--- src/rtl/neuron_param_loader_pkg.sv ---
// Shared types and constants for the neuron parameter loader.
//   loader_state_t : FSM encoding (IDLE, WEIGHT, BIAS, DONE)
//   BUS_WIDTH      : width of the parameter stream and broadcast bus
package nn_loader_pkg;

    localparam int BUS_WIDTH = 32;

    typedef enum logic [1:0] {
        IDLE   = 2'd0,
        WEIGHT = 2'd1,
        BIAS   = 2'd2,
        DONE   = 2'd3
    } loader_state_t;

endpackage

--- src/rtl/neuron_param_loader_if.sv ---
// Ready/valid parameter stream feeding the neuron parameter loader.
//   s_data  : parameter word (weight or bias)
//   s_valid : s_data valid
//   s_ready : loader consumes s_data this cycle
// master modport = host/DMA side, slave modport = loader side.
interface neuron_param_loader_if;
    import nn_loader_pkg::*;

    logic [BUS_WIDTH-1:0] s_data;
    logic                 s_valid;
    logic                 s_ready;

    modport master (output s_data, output s_valid, input s_ready);
    modport slave  (input s_data, input s_valid, output s_ready);

endinterface

--- src/rtl/neuron_param_loader.sv ---
// Loads NUM_WEIGHT weights followed by one bias into the neuron selected by
// (layer, neuron), driving the broadcast parameter bus shared by a layer.
// Ports:
//   clk, rstn                       clock, asynchronous active-low reset
//   start, cfg_layer, cfg_neuron    load command and target (IDLE only)
//   s (slave)                       ready/valid parameter word stream
//   mWeight/mWeightValid            registered weight word + 1-cycle pulse
//   mBias/mBiasValid                registered bias word + 1-cycle pulse
//   config_layer_num/neuron_num     target latched at the accepted start
//   busy, done, start_err           status: not idle, load done, start dropped
module neuron_param_loader
    import nn_loader_pkg::*;
#(
    parameter int NUM_WEIGHT = 784,
    parameter int DATA_WIDTH = 16,
    parameter int CNT_WIDTH  = $clog2(NUM_WEIGHT)
) (
    input  logic                 clk,
    input  logic                 rstn,
    input  logic                 start,
    input  logic [BUS_WIDTH-1:0] cfg_layer,
    input  logic [BUS_WIDTH-1:0] cfg_neuron,
    neuron_param_loader_if.slave s,
    output logic [BUS_WIDTH-1:0] mWeight,
    output logic                 mWeightValid,
    output logic [BUS_WIDTH-1:0] mBias,
    output logic                 mBiasValid,
    output logic [BUS_WIDTH-1:0] config_layer_num,
    output logic [BUS_WIDTH-1:0] config_neuron_num,
    output logic                 busy,
    output logic                 done,
    output logic                 start_err
);

    // Keep the counter at least one bit wide so degenerate sizes still elaborate.
    localparam int CW = (CNT_WIDTH < 1) ? 1 : CNT_WIDTH;
    localparam logic [CW-1:0] LAST_IDX = CW'(NUM_WEIGHT - 1);

    // The neuron value lives in the low DATA_WIDTH bits of a bus word.
    if (DATA_WIDTH > BUS_WIDTH) begin : g_width_check
        $error("DATA_WIDTH must not exceed BUS_WIDTH");
    end
    if (NUM_WEIGHT < 1) begin : g_count_check
        $error("NUM_WEIGHT must be at least 1");
    end

    loader_state_t state_reg;
    logic [CW-1:0] wcnt_reg;
    logic          accept;

    assign s.s_ready = (state_reg == WEIGHT) || (state_reg == BIAS);
    assign accept    = s.s_valid && s.s_ready;
    assign busy      = (state_reg != IDLE);
    // DONE lasts exactly one cycle, so it doubles as the done pulse.
    assign done      = (state_reg == DONE);

    always_ff @(posedge clk or negedge rstn) begin
        if (!rstn) begin
            state_reg         <= IDLE;
            wcnt_reg          <= '0;
            mWeight           <= '0;
            mWeightValid      <= 1'b0;
            mBias             <= '0;
            mBiasValid        <= 1'b0;
            config_layer_num  <= '0;
            config_neuron_num <= '0;
            start_err         <= 1'b0;
        end else begin
            mWeightValid <= 1'b0;
            mBiasValid   <= 1'b0;
            // A start outside IDLE (DONE included) is dropped and flagged.
            start_err    <= start && (state_reg != IDLE);

            case (state_reg)
                IDLE: begin
                    if (start) begin
                        state_reg         <= WEIGHT;
                        config_layer_num  <= cfg_layer;
                        config_neuron_num <= cfg_neuron;
                        wcnt_reg          <= '0;
                    end
                end
                WEIGHT: begin
                    if (accept) begin
                        mWeight      <= s.s_data;
                        mWeightValid <= 1'b1;
                        // Every neuron advances on each weight pulse, so the
                        // count must be exact before moving on to the bias.
                        if (wcnt_reg == LAST_IDX) begin
                            wcnt_reg  <= '0;
                            state_reg <= BIAS;
                        end else begin
                            wcnt_reg <= wcnt_reg + CW'(1);
                        end
                    end
                end
                BIAS: begin
                    if (accept) begin
                        mBias      <= s.s_data;
                        mBiasValid <= 1'b1;
                        state_reg  <= DONE;
                    end
                end
                DONE: begin
                    state_reg <= IDLE;
                end
                default: begin
                    state_reg <= IDLE;
                end
            endcase
        end
    end

endmodule

--- src/flat_wrapper.sv ---
// flat-port wrapper written by rule: the top's interface ports become plain ports
module neuron_param_loader_flat import nn_loader_pkg::*;
#(
    parameter int NUM_WEIGHT = 784,
    parameter int DATA_WIDTH = 16,
    parameter int CNT_WIDTH  = $clog2(NUM_WEIGHT)
)
  (clk, rstn, start, cfg_layer, cfg_neuron, mWeight, mWeightValid, mBias, mBiasValid, config_layer_num, config_neuron_num, busy, done, start_err, s_s_data, s_s_valid, s_s_ready);
  neuron_param_loader_if s_i ();
  input  logic clk;
  input  logic rstn;
  input  logic start;
  input  logic [BUS_WIDTH-1:0] cfg_layer;
  input  logic [BUS_WIDTH-1:0] cfg_neuron;
  output logic [BUS_WIDTH-1:0] mWeight;
  output logic mWeightValid;
  output logic [BUS_WIDTH-1:0] mBias;
  output logic mBiasValid;
  output logic [BUS_WIDTH-1:0] config_layer_num;
  output logic [BUS_WIDTH-1:0] config_neuron_num;
  output logic busy;
  output logic done;
  output logic start_err;
  input wire logic [$bits(s_i.s_data)-1:0] s_s_data;
  input wire logic [$bits(s_i.s_valid)-1:0] s_s_valid;
  output wire logic [$bits(s_i.s_ready)-1:0] s_s_ready;
  assign s_i.s_data = s_s_data;
  assign s_i.s_valid = s_s_valid;
  assign s_s_ready = s_i.s_ready;
  neuron_param_loader #(.NUM_WEIGHT(NUM_WEIGHT), .DATA_WIDTH(DATA_WIDTH), .CNT_WIDTH(CNT_WIDTH)) u_core (.clk(clk), .rstn(rstn), .start(start), .cfg_layer(cfg_layer), .cfg_neuron(cfg_neuron), .s(s_i), .mWeight(mWeight), .mWeightValid(mWeightValid), .mBias(mBias), .mBiasValid(mBiasValid), .config_layer_num(config_layer_num), .config_neuron_num(config_neuron_num), .busy(busy), .done(done), .start_err(start_err));
endmodule
--- config.mk ---
export PLATFORM = sky130hd
export DESIGN_NAME = neuron_param_loader_flat
export DESIGN_NICKNAME = d
export VERILOG_FILES = /design/src/rtl/neuron_param_loader_pkg.sv /design/src/rtl/neuron_param_loader_if.sv /design/src/rtl/neuron_param_loader.sv /design/src/flat_wrapper.sv
export SDC_FILE = /design/constraint.sdc
export NUM_CORES = 1
export LEC_CHECK = 0
export CORE_MARGIN = 2
export CORE_UTILIZATION = 38
export CTS_CLUSTER_SIZE = 28
export DETAILED_ROUTE_END_ITERATION = 6
export PLACE_DENSITY = 0.79
export SETUP_SLACK_MARGIN = 0.05
export SLEW_MARGIN = 5
export SYNTH_ARGS = -nofsm -noshare
export SYNTH_HDL_FRONTEND = slang
export SYNTH_SLANG_ARGS = --single-unit
--- constraint.sdc ---
create_clock -name clk -period 1.8 [get_ports clk]
set_input_delay 0.36 -clock clk [delete_from_list [all_inputs] [get_ports clk]]
set_output_delay 0.36 -clock clk [all_outputs]
set_load 0.01 [all_outputs]
==> run metrics, run 1 <==
CP endpoint kind flop; Setup CP Type flop to flop; setup slack after layout between 0.06 and 0.07 ns; fmax 576 MHz; number of global-route vias before repair roughly 4,600; ANT nets after route 0; Reg clk slew, reported paths ~0.050 ns; routed wire length 14,000 um; Area Growth Syn to Fin 66.1%; crit-path max FO 5; area post-placement 8400 um2; global-route wire length before repair ~23,000 um; flop-to-flop setup slack ~0.063 ns; Synth area leader dfrtp_1; run status completed; row cnt 44; Initial Util approximately two fifths; Synth Net Count 461; Syn Inst Count 355; CP required 2.08 ns; IO Count 234; CTS root buffer clkbuf_16; yosys warns 0; crit-path max cell delay roughly 0.40 ns; Final Cycle Share a little over nine tenths; endpoints failing hold 0; Arr. time, crit path between 2 and 2.5 ns; Finished Core Util 64.0%; Power Density ~1900 nW/um2; Cell variety after synth 36; register area share after synthesis about 64%; r2r worst-path depth 6; setup TNS 0 ns; Slew @ Worst Pin about 0.35 ns; syn_area_per_cell between 15 and 20 um2; Layout Nets roughly 740; largest net degree at the start of global routing just under 60; total CTS buffers 17; initial DRC count 112; most common cell in the netlist dfrtp_1; DR pass1 iterations 4; Sink Count approximately 140; synthesized flop and latch total 143; RSZ-0062 raised after global routing yes; vias post-DR slightly above 4,000; synthesized area approximately 5600 um2; clk_lat worst skew roughly 0.40 ns; Total GRT Usage about 18%; Core Region approximately 14,000 um2; Post-synth EDFFs 0; GRT overflow 0; Antenna Cells 0; Leakage ~4 nW; Detailed Place HPWL approximately 10,000 um; Die H ~120 um; most frequent cells after synthesis dfrtp_1, mux2_2, buf_2; Max-Cap Viols 0; Worst Setup Start Kind flop; TritonCTS clock tree built; critical path cell sequence buf_4 -> ha_4 -> a21bo_4 -> o21ai_2 -> a221oi_2 -> mux2_4; Min-Delay Path Class input pin to async pin; share of cells above drive strength 1 between 30% and 40%; DRC Markers 0; RR Endpoint u_core.state_reg[1]; Place WS -0.0703 ns; Peak VDD IR ~0.00097 V; Via density about 4.9; Setup-failing EPs final 0; Die X about 120 um; H-tree depth 4; Port Buffers approximately 230; Die ar. 15,600 um2; Slew Viols, Final 0; Area contributors post-synth dfrtp_1, mux2_2, ha_1, buf_2, o31ai_1; Layout Skew 0.00633 ns; Post-synth top flop dfrtp_1; CTS max path bufs 2; Final Wtd Congestion 0.791; total power about 0.017 W; Synth top area share 64.4%; DR WL/cell ~17 um; Reg2Reg Launch Point u_core.state_reg[0]; asr flop ratio synth between 90% and 100%; initial antenna violation count 0; max_slew headroom between 70 and 80%; slowest CP cell dfrtp_1; Finished Cell Area between 9000 and 10,000 um2; clock period minus worst slack roughly 1.7 ns
==> layout make-up <==
class	instances	area (um2)
well taps	184	230
clock buffers	23	498
inverters	7	26.3
repair buffers	269	2710
multi-input cells	192	2040
fillers	1065	5190
clock inverters	9	154
flip-flops and latches	143	3580
==> layer usage <==
layer | up-vias | wire length [um] | GRT usage [%]
li1 | 1816 | - | -
met1 | 2057 | 5430 | 19.9
met2 | 150 | 7410 | 33.2
met3 | 8 | 1080 | 6.80
met4 | 0 | 98 | 6.01
met5 | - | 0 | 0
==> cells in the final DEF, fill, tap and decap left out, types with 4 or more instances in the layout <==
master / count
inv_1: 5
dfrtp_1: 143
bufinv_16: 4
buf_4: 25
clkbuf_16: 18
mux2_2: 128
clkdlybuf4s50_1: 228
buf_12: 7
clkbuf_8: 5
nand2_1: 5
nand3_1: 5
nor2_1: 4
a21oi_2: 4
==> worst max path at each step <==
stage | slack, ns | cells past startpoint | endpoint | startpoint
floorplan | 0.04 | 6 | u_core.state_reg[1] | u_core.state_reg[0]
global placement | -0.04 | 5 | u_core.wcnt_reg[9] | s_s_valid
detailed placement | -0.07 | 5 | u_core.config_neuron_num[24] | start
CTS | 0.01 | 3 | s_s_ready | u_core.state_reg[1]
global route | -0.02 | 8 | u_core.wcnt_reg[6] | u_core.state_reg[0]
finish | 0.06 | 6 | u_core.state_reg[1] | u_core.state_reg[0]
==> where the power goes <==
group	leakage, nW	switching, W	internal [W]
Combinational	1.92	0.00290	0.00487
Clock	0.315	0.00127	0.00250
Sequential	1.72	0.000822	0.00478
Total	3.96	0.00500	0.0122
==> worst max-delay path, delay by kind of cell, from the launching register on <==
family	cells	cell delay (ns)
buffers and inverters	1	0.16
AOI/OAI and AO/OA	3	0.54
muxes	1	0.33
DFF	1	0.40
adders and majority gates	1	0.18
==> per-stage QoR <==
step | hold slack, ns | cells
final | 0.436 | 827
after global routing | 0.451 | 827
after CTS | 0.409 | 823
after detailed placement | 0.281 | 785
after global placement | 0.280 | 785
after floorplan | 0.0644 | 355
==> cells by family after synthesis <==
family	share of synthesized area [%]
flip-flops	64.4
AO/OA/AOI/OAI	2.00
buffers and inverters	1.53
XOR/XNOR	0.630
AND/OR/NAND/NOR	3.51
multiplexers	26.6
adder cells (fa/ha/maj)	1.35
==> what timing repair did <==
| item | CTS | global route |
|---|---|---|
| setup buffers | 5 | 3 |
| hold endpoints to repair | 30 | 0 |
| resized for setup | 12 | 21 |
| hold buffers | 1 | 0 |
| gates cloned | 0 | 1 |
| endpoints found under the setup margin | 12 | 64 |
| pin swaps | 2 | 12 |
No activity file was read; power rests on OpenSTA's default activity.
==> run 2: changes to the inputs <==
Settings changed: CORE_UTILIZATION 38 to 46, CTS_CLUSTER_DIAMETER from default to 120, PLACE_DENSITY 0.79 to 0.89.
Clock period 1.8 ns to 2.3 ns, I/O delays scaled along.
==> run 2 against run 1 <==
Critical path type is now flop to output port. Combinational power is 26% lower. Clock power decreased by 32%. Wire length is 0.74% lower. Sequential power is 22% lower. Utilization rose by 9.7 points. Clock skew shrank 0.0017 ns. Design area shrank 4.9%. Critical endpoint is now s_s_ready. Via count is 2.6% lower.
==> run metrics, run 2 (synthesized netlist as in run 1, its figures left out) <==
share of power burned in the clock network approximately a fifth; run status completed; Pint 0.00886 W; Worst Setup Start Kind flop; Place WS 0.216 ns; CTS root buffer clkbuf_16; IO Count ~230; DR pass1 iterations 4; CTS max path bufs 2; row cnt 40; Final Wtd Congestion ~0.93; DR WL/cell roughly 18 um; number of global-route vias before repair 4,295; Core Region 11,900 um2; Peak VDD IR between 0.0009 and 0.001 V; endpoints failing hold 0; Leakage 3.74 nW; most frequent cells in the layout clkdlybuf4s50_1, dfrtp_1, mux2_2, clkbuf_16, buf_4; Reg clk slew, reported paths roughly 0.06 ns; vias post-DR a little under 4,000; Power Density roughly 1400 nW/um2; share of cells above drive strength 1 a little under a third; Detailed Place HPWL 10,100 um; clk_lat worst skew ~0.4 ns; Final Cycle Share 95.1%; CP endpoint kind output port; Max-Cap Viols 0; total power 0.0127 W; Antenna Cells 0; TritonCTS clock tree built; total CTS buffers 17; Initial Util 46.7%; crit-path max FO 5; flop-to-flop setup slack roughly 0.20 ns; global-route wire length before repair ~22,000 um; Die H 114 um; Total GRT Usage between 20% and 30%; largest net degree at the start of global routing 55; Die X between 100 and 150 um; Logic pwr share a little under half; Layout Nets roughly 710; DRC Markers 0; max_slew headroom approximately three quarters; initial antenna violation count 0; GRT overflow 0; H-tree depth 4; Seq pwr share between 30% and 40%; Sink Count between 100 and 150; clock period minus worst slack between 2 and 2.5 ns; fmax 457 MHz; r2r worst-path depth 6; Slew Viols, Final 0; setup TNS 0 ns; most common cell after layout, fill and taps aside clkdlybuf4s50_1; RSZ-0062 raised after global routing no; Setup CP Type flop to output port; Setup-failing EPs final 0; Die ar. between 10,000 and 15,000 um2; Min-Delay Path Class flop to flop; Arr. time, crit path 1.73 ns; routed wire length roughly 14,000 um; CP required about 1.8 ns; Port Buffers about 230; Sw Ratio between 30% and 40%; Hold Slack between 0.5 and 0.6 ns; ANT nets after route 0; Slew @ Worst Pin approximately 0.40 ns; Layout Skew ~0.0046 ns; Sw Pwr approximately 0.0038 W; setup slack after layout 0.112 ns; Via density 5.12; hold-critical path depth 1; Area Growth Syn to Fin 57.9%; initial DRC count ~200
## run 2: changes by cell type in the layout (fill, tap and decap cells not counted), sizes merged
cell	before	now
clkinv	3	7
clkbuf	25	20
dlymetal6s2s	1	0
dlygate4sd2	0	1
clkinvlp	2	3
clkdlybuf4s50	228	231
buf	37	14
bufinv	4	1
## run 2: power groups by stage
stage	sequential, W	combinational [W]	clock (W)
2_1_floorplan	0.00490	0.00190	0
3_3_place_gp	0.00432	0.00551	0
3_5_place_dp	0.00442	0.00567	0
4_1_cts	0.00440	0.00575	0.00262
5_1_grt	0.00454	0.00608	0.00273
6_report	0.00439	0.00574	0.00256
## run 2: worst paths after layout
path | to | start
hold reg to reg | u_core.mBias[17] | u_core.mBias[17]
setup / recovery | s_s_ready | u_core.state_reg[0]
setup reg to reg | u_core.state_reg[1] | u_core.state_reg[0]
hold / removal | u_core.mBias[17] | u_core.mBias[17]
min in group asynchronous | u_core.mBias[11] | rstn
max in group asynchronous | u_core.config_neuron_num[5] | rstn
## run 2: metrics by stage
stage / utilization, % / std cells / area (um2)
6_report: 73.7 / 767 / 8780
5_1_grt: 73.7 / 767 / 8780
4_1_cts: 73.5 / 764 / 8750
3_5_place_dp: 68.5 / 732 / 8160
3_3_place_gp: 68.5 / 732 / 8160
2_1_floorplan: - / 355 / 5560
## run 2: layout make-up
| type | instances | area [um2] |
|---|---|---|
| Tap cell | 147 | 184 |
| Multi-Input combinational cell | 192 | 1930 |
| Inverter | 7 | 26.3 |
| Fill cell | 785 | 3140 |
| Timing Repair Buffer | 247 | 2500 |
| Clock inverter | 11 | 91.3 |
| Clock buffer | 20 | 467 |
| Sequential cell | 143 | 3580 |
## run 2: worst max-delay path, cell delays in order, from the launching register on
cell             delay [ns]
dfrtp_1                0.40
inv_2                  0.09
ha_4                   0.30
clkdlybuf4s50_1        0.53
## run 2: routing by layer
metal	global-route usage (%)	routed length (um)	vias up
met4	9.43	293	0
met2	37.4	7130	185
met3	8.18	1220	27
met5	0	0	-
met1	24.6	5270	1950
li1	-	-	1766
## run 2: repair_timing
item                                    4_1_cts  5_1_grt
buffers inserted                              0        3
gates resized for setup                       4        2
hold endpoints to repair                     36        0
hold buffers                                  1        0
endpoints found under the setup margin        2        1
==> run 3: changes to the inputs <==
Settings changed: GPL_TIMING_DRIVEN from default to 0, REMOVE_ABC_BUFFERS from default to 1.
==> run 3 against run 2 <==
Sequential share of layout area rose by 0.29 points. Clock skew rose by 0.0031 ns. Via count fell by 3.3%. Clock power rose by 10%. Utilization fell by 0.51 points. Combinational power fell by 3%. Highest routed layer unchanged. Die area did not move. Largest power group unchanged.
==> run metrics, run 3 (synthesized netlist as in run 1, its figures left out) <==
endpoints failing hold 0; share of cells above drive strength 1 28.7%; clock period minus worst slack 2.19 ns; Die X 114 um; global-route wire length before repair between 20,000 and 25,000 um; IO Count between 200 and 250; Reg clk slew, reported paths around 0.060 ns; Worst Setup Start Kind flop; H-tree depth 4; initial antenna violation count 0; most common cell after layout, fill and taps aside clkdlybuf4s50_1; vias post-DR approximately 3,800; initial DRC count between 150 and 200; GRT overflow 0; TritonCTS clock tree built; crit-path max FO 6; r2r worst-path depth 6; largest net degree at the start of global routing 84; Initial Util a little under half; Finished Core Util 73.2%; Finished Cell Area 8710 um2; Die ar. 13,000 um2; Min-Delay Path Class input pin to async pin; ANT nets after route 0; Area Growth Syn to Fin 56.8%; area post-placement a little over 8000 um2; Slew @ Worst Pin 0.839 ns; dpl cells slightly above 700; Place WS ~0.027 ns; Antenna Cells 0; Sink Count 143; total power 0.0127 W; Power Density about 1500 nW/um2; Max-Cap Viols 0; Leakage approximately 3.7 nW; CP endpoint kind output port; routed wire length 13,100 um; number of global-route vias before repair approximately 4,200; fmax 457 MHz; Die H 114 um; CTS root buffer clkbuf_16; DR pass1 iterations 4; Arr. time, crit path roughly 1.7 ns; Port Buffers about 230; DR WL/cell approximately 17 um; max_slew headroom 43.9%; CP required between 1.5 and 2 ns; Layout Nets between 700 and 800; RSZ-0062 raised after global routing yes; Setup-failing EPs final 0; Total GRT Usage 20.9%; Peak VDD IR about 0.00079 V; clk_lat worst skew approximately 0.40 ns; setup slack after layout around 0.11 ns; Layout Cells excl Fill 756; Final Cycle Share 95.1%; Detailed Place HPWL between 9000 and 10,000 um; Setup CP Type flop to output port; Slew Viols, Final 0; total CTS buffers 17; row cnt 40; Core Region ~12,000 um2; Final Wtd Congestion around 0.82; DRC Markers 0; CTS max path bufs 2; Post-CTS Hold Buffers 0; Layout Skew between 0.007 and 0.008 ns; run status completed; Via density ~5; most frequent cells in the layout clkdlybuf4s50_1, dfrtp_1, mux2_2, clkbuf_16, inv_1
==> run 3: cell types whose count changed in the layout (fill, tap and decap cells not counted), moves of 2 or more <==
cell       change
inv_2          -2
clkbuf_8       -2
clkinv_2       -5
inv_6          +4
buf_12         -4
buf_4          -8
bufinv_16      +2
inv_1          +2
==> run 3: timing repair <==
item / CTS / global route
pin swaps: 0 / 0
setup buffers: 0 / 0
setup endpoints to repair: 2 / 7
resized for setup: 2 / 2
==> run 3: power by group <==
part	leakage, nW	switching (W)	internal [W]
Combinational	1.69	0.00211	0.00344
Sequential	1.72	0.000628	0.00374
Clock	0.296	0.00106	0.00176
==> run 3: path summary, 6_finish.rpt <==
path,from,to,slack (ns)
min in group clk,u_core.config_layer_num[30],u_core.config_layer_num[30],0.50
max,u_core.state_reg[0],busy,0.11
min,rstn,u_core.mWeight[29],0.08
max in group asynchronous,rstn,u_core.config_layer_num[13],1.46
min reg2reg,u_core.config_layer_num[30],u_core.config_layer_num[30],0.50
max reg2reg,u_core.state_reg[0],u_core.state_reg[1],0.17
==> run 3: metal layers <==
| metal | global-route usage (%) | routed length, um | vias to the layer above |
|---|---|---|---|
| met4 | 7.97 | 146 | 0 |
| met1 | 23.7 | 5070 | 1856 |
| met3 | 8.29 | 1270 | 14 |
| met5 | 0 | 0 | - |
| met2 | 35.7 | 6600 | 177 |
| li1 | - | - | 1750 |
==> run 3: cell type report <==
| cell class | count | area [um2] |
|---|---|---|
| clock buffer | 18 | 439 |
| clock inverter | 14 | 181 |
| fill | 790 | 3200 |
| inverter | 7 | 26.3 |
| multi-input combinational | 192 | 1930 |
| sequential | 143 | 3580 |
| tap | 147 | 184 |
| timing repair buffer | 235 | 2380 |
==> run 3: metrics by stage <==
| step | hold slack, ns | TNS [ns] |
|---|---|---|
| 2_1_floorplan | 0.164 | -22.21 |
| 3_3_place_gp | 0.485 | -749.24 |
| 3_5_place_dp | 0.493 | 0 |
| 4_1_cts | 0.110 | 0 |
| 5_1_grt | 0.134 | 0 |
| 6_report | 0.0833 | 0 |
==> run 3: critical path, cell delays in order, from the launching register on <==
cell and delay [ns]:
dfrtp_1 0.39, inv_1 0.12, ha_4 0.21, inv_1 0.07, clkdlybuf4s50_1 0.54
